### src/rtl/logic_unit_arbiter.sv
// logic_unit_arbiter
// Shares one external combinational 32-bit logic unit between NREQ issue
// slots. A round-robin arbiter picks one requesting slot per cycle and drives
// its op/operands to the LU through the lu_* ports. The LU result is captured
// in a single result register tagged with the requester ID, which then feeds
// writeback through a valid/ready handshake.
//
// Ports:
//   clk, rst_n           clock (rising edge), asynchronous active-low reset
//   req_valid/req_ready  per-slot request handshake (req_ready one-hot or zero)
//   req_op/req_a/req_b   packed per-slot op (3b) and operands (WIDTH)
//   lu_op/lu_a/lu_b      operands to the shared LU (zero when nothing granted)
//   lu_c                 combinational LU result
//   res_valid/res_ready  result handshake towards writeback
//   res_data/res_id      registered result and the slot that issued it
//   stall_cnt            (LUARB_STALL_CNT_EN only) saturating count of cycles
//                        with res_valid & ~res_ready
//
// Optional feature macro: LUARB_STALL_CNT_EN

module logic_unit_arbiter #(
  parameter int unsigned NREQ  = 4,
  parameter int unsigned WIDTH = 32,
  parameter int unsigned IDW   = 2
) (
  input  logic                  clk,
  input  logic                  rst_n,
  input  logic [NREQ-1:0]       req_valid,
  output logic [NREQ-1:0]       req_ready,
  input  logic [3*NREQ-1:0]     req_op,
  input  logic [WIDTH*NREQ-1:0] req_a,
  input  logic [WIDTH*NREQ-1:0] req_b,
  output logic [2:0]            lu_op,
  output logic [WIDTH-1:0]      lu_a,
  output logic [WIDTH-1:0]      lu_b,
  input  logic [WIDTH-1:0]      lu_c,
  output logic                  res_valid,
  input  logic                  res_ready,
  output logic [WIDTH-1:0]      res_data,
  output logic [IDW-1:0]        res_id
`ifdef LUARB_STALL_CNT_EN
  ,
  output logic [15:0]           stall_cnt
`endif
);

  localparam int unsigned OPW  = 3;
  localparam int unsigned CNTW = 16;

  typedef enum logic {
    EMPTY = 1'b0,
    FULL  = 1'b1
  } state_e;

  state_e           state_q, state_d;
  logic [IDW-1:0]   rr_q, rr_d;
  logic [WIDTH-1:0] res_data_q, res_data_d;
  logic [IDW-1:0]   res_id_q, res_id_d;

  logic             can_accept;
  logic             gnt_found;
  logic [IDW-1:0]   gnt_idx;
  logic [IDW-1:0]   cand_idx;
  int unsigned      cand;
  logic             accept;

  // Output register is free, or is being drained this very cycle.
  assign can_accept = (state_q == EMPTY) | (res_ready & (state_q == FULL));

  // Round-robin search: first valid slot starting at rr_q, wrapping to 0.
  always_comb begin
    gnt_found = 1'b0;
    gnt_idx   = '0;
    cand      = 0;
    cand_idx  = '0;
    for (int unsigned k = 0; k < NREQ; k++) begin
      cand = 32'(rr_q) + k;
      if (cand >= NREQ) cand = cand - NREQ;
      cand_idx = IDW'(cand);
      if (!gnt_found && req_valid[cand_idx]) begin
        gnt_found = 1'b1;
        gnt_idx   = cand_idx;
      end
    end
  end

  // Reset gating keeps req_ready low while rst_n is asserted.
  assign accept = gnt_found & can_accept & rst_n;

  // Grant one-hot and operand mux; all zero when nothing is accepted.
  always_comb begin
    req_ready = '0;
    lu_op     = '0;
    lu_a      = '0;
    lu_b      = '0;
    if (accept) begin
      req_ready[gnt_idx] = 1'b1;
      lu_op = req_op[32'(gnt_idx)*OPW +: OPW];
      lu_a  = req_a[32'(gnt_idx)*WIDTH +: WIDTH];
      lu_b  = req_b[32'(gnt_idx)*WIDTH +: WIDTH];
    end
  end

  // Next-state: load on accept, drain to EMPTY when writeback takes the result.
  always_comb begin
    state_d    = state_q;
    rr_d       = rr_q;
    res_data_d = res_data_q;
    res_id_d   = res_id_q;
    if (accept) begin
      state_d    = FULL;
      res_data_d = lu_c;
      res_id_d   = gnt_idx;
      if (gnt_idx == IDW'(NREQ - 1)) rr_d = '0;
      else                           rr_d = gnt_idx + IDW'(1);
    end else if ((state_q == FULL) && res_ready) begin
      state_d = EMPTY;
    end
  end

  // State and result registers.
  always_ff @(posedge clk or negedge rst_n) begin
    if (!rst_n) begin
      state_q    <= EMPTY;
      rr_q       <= '0;
      res_data_q <= '0;
      res_id_q   <= '0;
    end else begin
      state_q    <= state_d;
      rr_q       <= rr_d;
      res_data_q <= res_data_d;
      res_id_q   <= res_id_d;
    end
  end

  assign res_valid = (state_q == FULL);
  assign res_data  = res_data_q;
  assign res_id    = res_id_q;

`ifdef LUARB_STALL_CNT_EN
  logic [CNTW-1:0] stall_cnt_q, stall_cnt_d;

  // Saturating count of cycles where writeback back-pressures a valid result.
  always_comb begin
    stall_cnt_d = stall_cnt_q;
    if ((state_q == FULL) && !res_ready && (stall_cnt_q != '1))
      stall_cnt_d = stall_cnt_q + CNTW'(1);
  end

  always_ff @(posedge clk or negedge rst_n) begin
    if (!rst_n) stall_cnt_q <= '0;
    else        stall_cnt_q <= stall_cnt_d;
  end

  assign stall_cnt = stall_cnt_q;
`endif

endmodule

### config.mk
export PLATFORM = sky130hd
export DESIGN_NAME = logic_unit_arbiter
export DESIGN_NICKNAME = d
export VERILOG_FILES = /design/src/rtl/logic_unit_arbiter.sv
export SDC_FILE = /design/constraint.sdc
export NUM_CORES = 1
export LEC_CHECK = 0
export CAP_MARGIN = 20
export CORE_AREA = 2 2 160 162
export CTS_CLUSTER_DIAMETER = 80
export CTS_CLUSTER_SIZE = 30
export DETAILED_ROUTE_END_ITERATION = 12
export DIE_AREA = 0 0 162 164
export GPL_TIMING_DRIVEN = 0
export PLACE_DENSITY_LB_ADDON = 0.1
export SYNTH_ARGS = -nofsm -noshare
export SYNTH_HDL_FRONTEND = slang
export SYNTH_SLANG_ARGS = --single-unit
### constraint.sdc
create_clock -name clk -period 7.4 [get_ports clk]
set_clock_uncertainty 0.2 [all_clocks]
set_input_delay 1.85 -clock clk [delete_from_list [all_inputs] [get_ports clk]]
set_output_delay 1.85 -clock clk [all_outputs]
set_load 0.005 [all_outputs]
# Word-level counts from Yosys, hierarchy flattened
# Index checks and enable logic that the tools add are counted.
classes:
  add_sub_neg: 8
  mul: 1
  magnitude_cmp: 10
  eq_ne: 1
  n_shift: 3
  muxes: 29
  bitwise: 5
  reduce_logical: 9
ops:
  columns: ["operator", "count"]
  rows:
  - ["$shiftx 128x8->32", 2]
  - ["$mux 32", 2]
  - ["$mux 2", 9]
  - ["$lt 2x3->1 const B", 5]
  - ["$shiftx 12x5->3", 1]
  - ["$mux 1", 11]
  - ["$ge 3x3->1 const B", 3]
  - ["$bmux 1 s2", 4]
  - ["$sub 2x1->2 const B", 4]
  - ["$add 2x2->3 const B", 2]
  - ["$logic_and 1x1->1", 5]
  - ["$mul 2x2->4 const B", 1]
  - ["$mux 4", 1]
  - ["$add 2x1->3 const B", 1]
  - ["$and 1x1->1", 3]
  - ["$ge 2x3->1 const B", 1]
  - ["$logic_not 1->1", 3]
  - ["$mux 3", 1]
  - ["$add 2x1->2 const B", 1]
  - ["$demux 1 s2", 1]
  - ["$eq 2x2->1 const B", 1]
  - ["$ge 2x1->1 const B", 1]
  - ["$reduce_bool 2->1", 1]
  - ["$not 1->1", 1]
  - ["$or 1x1->1", 1]
totals:
  reg_bits: 37
  out_inout_bits: 106
  wordCells: 70

# Logic depth before layout (Yosys ltp)
# Gate-level depths: netlist of run 1.
logic_depth:
  ltp_word: 19
  mapped_depth: 9

# Least setup slack after synthesis of run 1
# Ideal clock, no wire load.
synth_path:
  path_type: "input -> output"
  from: "in req_valid[3]"
  to: "out req_ready[2]"
  arrival_time_ns: 3.180
  t_required_ns: 5.350
  slack_ns: 2.170
  path_stages: 8
  n_path_buf: 2
  path_cell_list: "nor2b_2 -> nand3_1 -> nand3_1 -> clkbuf_1 -> clkbuf_1 -> inv_1 -> ha_1 -> and2_1"
synth_between:
  elab_chain_cells: 17
synth_lines:
  columns: ["element", "line", "rtl"]
  rows:
  - ["start, declared", "28", "input logic [NREQ-1:0] req_valid,"]
  - ["$bmux 1 s2", "80", "if (!gnt_found && req_valid[cand_idx]) begin"]
  - ["$mux 1 (not written as such)", "80", null]
  - ["$mux 1", "80", null]
  - ["$logic_not 1->1", "80", null]
  - ["$logic_and 1x1->1", "80", null]
  - ["$mux 1", "80", null]
  - ["$logic_not 1->1", "80", null]
  - ["$logic_and 1x1->1", "80", null]
  - ["[... 2 more ...]", null, null]
  - ["$logic_and 1x1->1", "80", null]
  - ["$mux 2 *", "80", null]
  - ["via gnt_idx[1]", "62", "logic [IDW-1:0] gnt_idx;"]
  - ["$lt 2x3->1 (not written as such) or $ge 2x1->1 (tied branches)", "97", "req_ready[gnt_idx] = 1'b1;"]
  - ["$logic_and 1x1->1 (not written as such)", "97", null]
  - ["$mux 1 (not written as such)", "97", null]
  - ["$demux 1 s2 *", "97", null]
  - ["$mux 4 *", "96", "if (accept) begin"]
  - ["end, declared", "29", "output logic [NREQ-1:0] req_ready,"]
# Mark *: on every way through the listed nets, which the timed path passes. The rest lies on a longest branch. The select of a mux whose other input is x is not followed.

# Worst setup path in the final report of run 1
layout_path:
  from: "in req_valid[3]"
  to: "out req_ready[3]"
# Same word-level chain as after synthesis.

==> results of run 1 <==
[power groups by stage]
stage | logic, mW | registers, mW | clock network, mW
after CTS | 1.07 | 0.256 | 0.213
after floorplan | 0.519 | 0.260 | 0
after detailed placement | 1.07 | 0.259 | 0
after global routing | 1.15 | 0.261 | 0.224
after global placement | 1.07 | 0.258 | 0
final | 1.06 | 0.256 | 0.206
[how the worst min path moves through the flow]
| stage | from | end | slack (ps) | cells after the start |
|---|---|---|---|---|
| after floorplan | res_data[0] | res_data[0] | 270 | 2 |
| after global placement | res_data[8] | res_data[8] | 260 | 2 |
| after detailed placement | res_data[28] | res_data[28] | 260 | 2 |
| after CTS | res_data[28] | res_data[28] | 280 | 2 |
| after global routing | res_data[9] | res_data[9] | 290 | 2 |
| final | res_data[14] | res_data[14] | 270 | 2 |
[synth_stat cells (2+ instances only)]
| master | number | area [um^2] |
|---|---|---|
| sky130_fd_sc_hd__a211oi_1 | 72 | 540.5 |
| sky130_fd_sc_hd__a31oi_1 | 36 | 225.2 |
| sky130_fd_sc_hd__and2_1 | 4 | 25.02 |
| sky130_fd_sc_hd__buf_12 | 2 | 40.04 |
| sky130_fd_sc_hd__buf_2 | 17 | 85.08 |
| sky130_fd_sc_hd__buf_4 | 2 | 15.01 |
| sky130_fd_sc_hd__buf_6 | 2 | 22.52 |
| sky130_fd_sc_hd__clkbuf_1 | 28 | 105.1 |
| sky130_fd_sc_hd__dfrtp_1 | 37 | 925.9 |
| sky130_fd_sc_hd__ha_1 | 4 | 50.05 |
| sky130_fd_sc_hd__inv_1 | 38 | 142.6 |
| sky130_fd_sc_hd__mux2i_1 | 98 | 980.9 |
| sky130_fd_sc_hd__nand2_1 | 105 | 394.1 |
| sky130_fd_sc_hd__nand2b_1 | 2 | 12.51 |
| sky130_fd_sc_hd__nand3_1 | 3 | 15.01 |
| sky130_fd_sc_hd__nand3b_1 | 2 | 15.01 |
| sky130_fd_sc_hd__nor2_1 | 3 | 11.26 |
| sky130_fd_sc_hd__o21ai_0 | 2 | 10.01 |
| sky130_fd_sc_hd__o22ai_1 | 31 | 193.9 |
[logic make-up (layout without fill, tap and decap cells)]
kind of cell / count (synthesis) / after routing / share of synthesized area, %
AOI/OAI and AO/OA: 145 / 145 / 26.02
DFF: 37 / 37 / 23.86
other: 0 / 3 / 0
buffers and inverters: 90 / 511 / 10.67
and+or+nand+nor: 122 / 122 / 12.87
adders and majority gates: 4 / 4 / 1.290
muxes: 98 / 98 / 25.28
[metrics by stage]
step / TNS, ps / hold WS, ps
final: 0 / 271.8
after floorplan: 0 / 269.7
after global routing: 0 / 293.4
after CTS: 0 / 276.3
after global placement: -29890 / 257.3
after detailed placement: 0 / 261.3
[per-layer routing]
layer  share of wire (%)  track usage [%]  vias up
met2                  52            30.66      224
met3                 6.9            3.510       10
met4                0.81            2.776        2
met5               0.054                0        -
met1                  41            20.41     2455
li1                    -                -     2641
[flip-flops by register name (all words and copies together) (netlist names)]
register / cells
res_id: 2
res_data: 32
rr_q: 2
res_valid: 1
[cell type report]
class	count	area [um^2]	share of cell area (%)
Clock inverter	2	10.01	0.1167
Inverter	39	146.4	1.707
Multi-Input combinational cell	369	2540	29.61
Buffer	51	267.8	3.121
Clock buffer	6	128.9	1.502
Timing Repair Buffer	413	4139	48.25
Antenna cell	3	7.507	0.08751
Tap cell	330	412.9	4.813
Sequential cell	37	925.9	10.79
[worst reg2reg max path, stage by stage (launching register included)]
cell                       delay, ps
sky130_fd_sc_hd__dfrtp_1         420
sky130_fd_sc_hd__nor2_1          250
sky130_fd_sc_hd__a221oi_1        120
sky130_fd_sc_hd__nand3_1         120
sky130_fd_sc_hd__clkbuf_1        570
sky130_fd_sc_hd__clkbuf_1        500
sky130_fd_sc_hd__inv_1           130
sky130_fd_sc_hd__ha_1            300
sky130_fd_sc_hd__nand2_1          70
sky130_fd_sc_hd__o21ai_0          70
==> metrics.yaml, run 1 <==
rr_worst_depth: 9
finalWorstPathRequiredPeriod_ps: 6786
num_io_pins: 413
drt-initial-drc-count: 208
timing.final.hold_violations: 0
worst_setup_path_startpoint: "req_valid[3]"
cp_data_required_time_ps: 5350
finish.utilization_pct: 34.56
synthDistinctLibCells: 27
pwrdens_nw_per_um2: 177.0
critical_path_peak_fanout: 11
grt_pass1_wl_um: 33920
outcome: "completed"
max-cap-violations: 0
hold_path.class: "register to register"
ys.warnings.count: 0
row_count: 58
post-place-cells: 1239
fillerInstances: 2702
die_h_um: 164
grt_pass1_vias: 5427
cp-end-kind: "output port"
regToRegEndpoint: "rr_q[1]"
slew_worst_pin_ps: 728.1
seq_area_frac_synth_pct: 23.86
critical_path.startpoint_type: "input pin"
power_leakage_nw: 3.667
crit_family: "buffers and inverters"
gpl.final_weighted_congestion: 0.7621
power_frac_comb_pct: 69.5
antenna_found_initial: 1
internal_power_uw: 925.8
worst-endpoint-arrival_ps: 4740
synthesis.area_per_instance_um2: 7.823
setup.reg_to_reg.worst_slack_ps: 4530
critical_path.reg2reg.startpoint: "rr_q[0]"
clock_power_share_pct: 13.6
floorplan.die_area_um2: 26570
number_of_vias_after_detailed_routing: 5332
port-buffer-count: 412
finalCritPeriodShare_pct: 91.71
route.final.wire_length_um: 24000
die_width_um: 162
area_growth_pct: 121.1
clockBufferDepth: 2
layout.cells.most_common: "sky130_fd_sc_hd__clkdlybuf4s50_1"
antenna_violating_nets_post_route: 0
routedWlPerCell_um: 19.20
final_cell_mix: "411 x sky130_fd_sc_hd__clkdlybuf4s50_1, 105 x sky130_fd_sc_hd__nand2_1, 98 x sky130_fd_sc_hd__mux2i_1, 72 x sky130_fd_sc_hd__a211oi_1, 38 x sky130_fd_sc_hd__inv_1"
initial_core_util_pct: 15.63
cts-htree-levels: 2
timing.critical_path.depth: 10
async_reset_ff_share_pct: 100.0
tritoncts.num_buffers: 5
vias_per_cell: 4.266
area_of_placed_instances_um2: 8432
final_nets: 1227
detailedPlace.worstSlack_ps: 589.6
crit_path_category: "input pin to output port"
power_frac_seq_pct: 16.9
floorplan_core_area_um2: 24820
ctsRootBufferMaster: "sky130_fd_sc_hd__clkbuf_16"
post_cts_resize_count: 0
share_of_layout_cells_above_drive_strength_1_pct: 3.926
pre_antenna_drt_iters: 4
detailedPlacementHpwl_um: 19720
rsz0062_at_grt: "no"
cts_hold_buffers: 0
setup_ws_ps: 613.7
stdcell_area_um2: 8578
syn-instance-count: 496
final_instance_count_without_filler_cells: 1250
slowest_delay_ps: 570
worst-path-buf-inv: 5
cts_tree: "built"
path_cells: "clkdlybuf4s50_1 -> nor2b_2 -> nand3_1 -> nand3_1 -> clkbuf_1 -> clkbuf_1 -> inv_1 -> ha_1 -> and2_1 -> clkdlybuf4s50_1"
drc: 0
worst_setup_hold_path_clk_slew_ps: 60
ys_ff_latch: 37
setup_violations: 0
clkLatencyLatePin_ps: 270
synth_area_um2: 3880
yosys_most_used_dff: "sky130_fd_sc_hd__dfrtp_1"
final_max_slew_viol_count: 0
globalRouteOverflowTotal: 0
worst_path_max_delay_cell: "sky130_fd_sc_hd__clkbuf_1"
cts.sinks: 37
clock.fmax_mhz: 147.4
grt_start_max_net_pins: 30
maxSlewHeadroom_pct: 51.46
timing.critical_path.to: "req_ready[3]"
syn_nets: 807
grt_total_usage_pct: 16.73
total_switching_power_uw: 592.4
cts_setup_buffers: 0
synth_edf_count: 0
vdd_ir_drop_max_mv: 0.1147
p_total_mw: 1.518
swShare_pct: 39.02
Note: power is estimated with default switching activity, not from simulation.
==> inputs of run 2 (changes only) <==
Settings changed: GPL_ROUTABILITY_DRIVEN set to 0.
==> results of run 2 <==
Same layout as run 1: the final DEF is identical, and so are final timing and power.
==> RTL change 1: new RTL, flow settings as in run 1 <==
Build with the macro `LUARB_STALL_CNT_EN` defined.
--- a/src/rtl/logic_unit_arbiter.sv
+++ b/src/rtl/logic_unit_arbiter.sv
@@ -19,2 +19,4 @@
 // Optional feature macro: LUARB_STALL_CNT_EN
+
+`define LUARB_STALL_CNT_EN
 
Check against the original RTL (old outputs only; new: stall_cnt): equivalent (equiv_simple and equiv_induct, registers matched by name and starting in step).
==> RTL change 1 against run 1 <==
  * Cell area up 7.7%
  * Power is 12% higher
  * Global-route usage about the same
  * Routed wire length down 0.56%
  * Clock power up 31%
  * Setup slack better by 0.10 ns
  * Sequential cell count increased by 16
  * First-iteration DRC count shrank 36%
  * Area after synthesis up 12%
==> RTL change 1: results (changes against run 1) <==
Global route:
- The initial antenna violation count is 5 (+4).
- The number of global-route vias before repair is 5435 (+0.15%).
- The pin count of the biggest net entering global routing was 31 (+3.3%).
- The global-route total usage across every layer is 16.71% (-0.029 points).

Setup path:
- The maximum fanout encountered on the critical timing path is 30 (+19).
- The reg-to-reg startpoint is rr_q[1].
- The register-to-register path setup slack was 5.19 ns (+0.66 ns).
- The slowest cell on the critical path is buf_2.
- In this run the worst setup path terminates at lu_a[0].
- The peak per-stage delay on the critical path is 0.55 ns (-0.02 ns).
- The data arrival time of the worst path is 4.63 ns (-0.11 ns).
- The depth of the worst register-to-register path is 7 (-2).

Detailed routing:
- The vias per cell is 4.386 (+2.8%).
- The DRC violation total after the first TritonRoute iteration is 133 (-36%).
- The mean routed wirelength per cell came to 20.28 um (+5.6%).
- The total number of vias is 5162 (-3.2%).

Power and ir drop:
- The peak ir drop on the vdd network was 0.1271 mV (+11%).
- The leakage power was 0.003786 uW (+3.3%).

Synth:
- The count of distinct cell types in the synthesized netlist came to 48 (+78%).
- After synthesis, the cell types taking the most area are mux2i_1 (31%), dfrtp_1 (31%), o22ai_1 (9.6%), mux2_2 (8.8%), buf_6 (2.1%).
- The number of nets produced by synthesis is 718 (-11%).
- The fraction of the yosys area taken by sequential cells is 30.50% (+6.6 points).
- The cell count after synthesis is 406 (-18%).

Placed design:
- The placed standard-cell area is 0.009060 mm2 (+7.4%).
- The pre-CTS setup slack came to 0.5704 ns (-0.01925 ns).
- The routability-driven placement congestion ratio was 0.8986 (+18%).
- The quantity of I/O buffers inserted on ports came to 428 (+3.9%).
- The HPWL reported at the end of detailed placement is 20240 um (+2.7%).

Timing:
- The worst hold slack after final layout is 0.3095 ns (+0.03771 ns).
- The worst slew margin relative to its limit came to 53.08% (+1.6 points).
- The slack of the critical path is 0.7173 ns (+0.1036 ns).

Clock network:
- The clock latency of the later-clocked register in the worst-skew pair is 0.29 ns (+0.02 ns).

Outcome:
- The run finished with clean final reports.

Cells and area:
- Compared with the post-synthesis result, the final layout area differs by 112.5%.
- The number of nets in the finished design was 1154 (-5.9%).
- The share of layout cells above drive strength 1 is 9.727% (+5.8 points).
==> RTL change 1: final cells by class <==
type,instances,area share (%)
repair buffers,429,46.52
plain buffers,31,2.505
clock inverters,3,0.5009
clock buffers,5,1.354
inverters,6,0.2708
flip-flops and latches,53,14.35
diodes,4,0.1083
well taps,330,4.468
multi-input cells,316,29.92
==> RTL change 1: routing by layer <==
layer  global-route usage [%]  part of all wire, %
met1                    18.08                   37
met2                    32.34                   54
met3                    4.066                  7.2
met4                    4.304                  1.9
met5                        0                0.054
==> RTL change 1: power by group through the flow <==
stage	clock (uW)	combinational (uW)	sequential [uW]
after floorplan	0	503	394
after global placement	0	1040	394
after detailed placement	0	1050	397
after CTS	283	1060	393
after global routing	290	1120	403
final	270	1040	392
==> RTL change 1: critical path: cells and delay by family <==
family | cells | cell delay [ns]
simple gates | 2 | 0.67
compound gates | 2 | 0.40
buf+inv | 4 | 1.68
==> RTL change 1: cell families (layout without fill, tap and decap cells) <==
group	count (synthesis)	after routing	share of synthesized area (%)
compound gates	83	83	13.18
flops	53	53	30.50
fa+ha+maj	5	5	1.439
mux	170	170	40.23
buf+inv	37	474	5.899
other cells	0	4	0
xor+xnor	12	12	2.417
simple gates	46	46	6.331
==> RTL change 1: how the worst min path moves through the flow <==
stage | start | end | slack (ns) | cells past startpoint
final | stall_cnt[11] | stall_cnt[11] | 0.31 | 1
after global routing | res_data[20] | res_data[20] | 0.32 | 1
after CTS | stall_cnt[11] | stall_cnt[11] | 0.31 | 1
after detailed placement | res_data[20] | res_data[20] | 0.30 | 1
after global placement | res_data[8] | res_data[8] | 0.29 | 1
after floorplan | stall_cnt[11] | stall_cnt[11] | 0.28 | 1
==> RTL change 2: new RTL, flow settings as in run 1 <==
Without the edit above. Take the reset off `res_data_q` and load it in a clocked block of its own.
--- a/src/rtl/logic_unit_arbiter.sv
+++ b/src/rtl/logic_unit_arbiter.sv
@@ -125,3 +125,2 @@
       rr_q       <= '0;
-      res_data_q <= '0;
       res_id_q   <= '0;
@@ -130,5 +129,8 @@
       rr_q       <= rr_d;
-      res_data_q <= res_data_d;
       res_id_q   <= res_id_d;
     end
+  end
+
+  always_ff @(posedge clk) begin
+    res_data_q <= res_data_d;
   end
Behaviour: differs if rst_n is asserted again (counterexample within 4 cycles, from zero or initial values and one cycle with rst_n low); with rst_n held inactive, the same outputs for 4 cycles.
==> RTL change 2 against run 1 <==
  * Area after synthesis down 16%
  * Highest routed layer is now met4
  * Routed wire length decreased by 19%
  * Setup slack improved by 0.027 ns
  * Critical path depth fell by 3
  * Sequential share of layout area is 2.9 points higher
  * Power decreased by 11%
  * Sequential cell count did not move
  * Cell area down 7.4%
  * Largest power group unchanged
  * Hold slack improved by 0.065 ns
  * First-iteration DRC count shrank 65%
==> RTL change 2: results (changes against run 1) <==
Outcome:
- The run finished with clean final reports.

Power and ir drop:
- The peak ir drop on the vdd network is 0.09037 mV (-21%).
- The leakage power is 0.003091 uW (-16%).

Detailed routing:
- The amount of wire on met3 after detailed routing is 1932 um (+17%).
- The amount of wire on met2 after detailed routing came to 10080 um (-18%).
- The total number of vias came to 4267 (-20%).
- The detailed-route wire length on metal 1 is 7126 um (-27%).

Global route:
- The met1 track demand over resource in global routing is 14.12% (-6.3 points).
- The peak-usage layer in the global routing report is met2.
- The pin count of the biggest net entering global routing is 23 (-23%).
- The global-route total usage across every layer is 13.43% (-3.3 points).
- The initial antenna violation count is 0 (-1).
- The met3 usage in global routing is 4.571% (+1.1 points).
- The number of global-route vias before repair was 4660 (-14%).
- The first-pass GRT wire length is 27230 um (-20%).
- The routing usage on met2 is 25.82% (-4.8 points).

Synth:
- The count of distinct cell types in the synthesized netlist is 24 (-11%).
- The count of flip-flops with a built-in enable after synthesis is 32 (+32).
- The share of async-settable or async-resettable flops after synthesis is 13.51% (-86 points).
- The mean area per synthesized cell is 10.60 um2 (+35%).
- After synthesis, the most frequently instantiated cells are mux2i_1 (134), o22ai_1 (67), edfxtp_1 (32).
- The fraction of the yosys area taken by sequential cells came to 33.49% (+9.6 points).
- By area the synthesized netlist is led by mux2i_1 (41%), edfxtp_1 (30%), o22ai_1 (13%), dfrtp_1 (3.9%), buf_4 (2.8%).
- The dominant register cell in the synthesized netlist is edfxtp_1.
- The number of nets produced by synthesis is 617 (-24%).

Cells and area:
- The number of nets in the finished design is 1037 (-15%).
- The count of multi-input combinational gates was 232 (-37%).
- The count of placed standard cells in the final layout, fillers left out is 1057 (-15%).
- The non-clock inverter instance count of the final layout is 9 (-77%).
- The layout buffering overhead excluding clock cells is 54.22% (+2.8 points).
- The count of fill cells added during filler insertion was 2581 (-4.5%).
- The buffer count excluding the clock tree in the final layout is 441 (-5.0%).
- The sequential cell count of the final layout was 37 (unchanged).
- The area of all placed cells without fillers came to 0.007948 mm2 (-7.4%).
- The area taken by flip-flops and latches is 0.001086 mm2 (+17%).
- The antenna cell count is 0 (-3).
- The share of layout cells above drive strength 1 is 3.989% (+0.063 points).
- The fraction of area in multi-input gates is 24.75% (-4.9 points).

Setup path:
- The peak per-stage delay on the critical path is 0.63 ns (+0.06 ns).
- The data arrival time of the worst path is 4.71 ns (-0.03 ns).
- The slowest cell on the critical path is clkdlybuf4s50_1.
- The maximum fanout encountered on the critical timing path came to 10 (-1).
- The depth of the worst register-to-register path is 7 (-2).

Timing:
- The worst slew margin relative to its limit came to 53.88% (+2.4 points).

Placed design:
- The pre-CTS setup slack was 0.5211 ns (-0.06854 ns).
- The routability-driven placement congestion ratio was 0.7830 (+2.7%).
- The HPWL reported at the end of detailed placement is 16600 um (-16%).
- The placed standard-cell area was 0.007809 mm2 (-7.4%).

Hold path:
- The min-delay analysis places its worst path in the category reg2reg.
-- RTL change 2: worst paths after layout --
check	start	to	slack (ns)
max	rst_n	lu_op[1]	0.64
min	res_id[1]	res_id[1]	0.34
max reg2reg	rr_q[0]	res_id[1]	4.98
min reg2reg	res_id[1]	res_id[1]	0.34
max in group asynchronous	rst_n	res_valid	5.17
min in group asynchronous	rst_n	res_id[0]	1.62
-- RTL change 2: cells by family (layout without fill, tap and decap cells) --
| group | after synthesis | after routing | share of synthesized area (%) |
|---|---|---|---|
| adders and majority gates | 4 | 4 | 1.543 |
| muxes | 134 | 134 | 41.36 |
| DFF | 37 | 37 | 33.49 |
| and+or+nand+nor | 16 | 16 | 2.508 |
| AOI/OAI and AO/OA | 78 | 78 | 15.24 |
| buffers and inverters | 37 | 458 | 5.864 |
-- RTL change 2: power by group --
group          leakage, uW  switching (uW)  internal (uW)
sequential        0.000363            9.19            248
combinational      0.00266             371            518
clock            0.0000706            74.2            123
total              0.00309             454            890
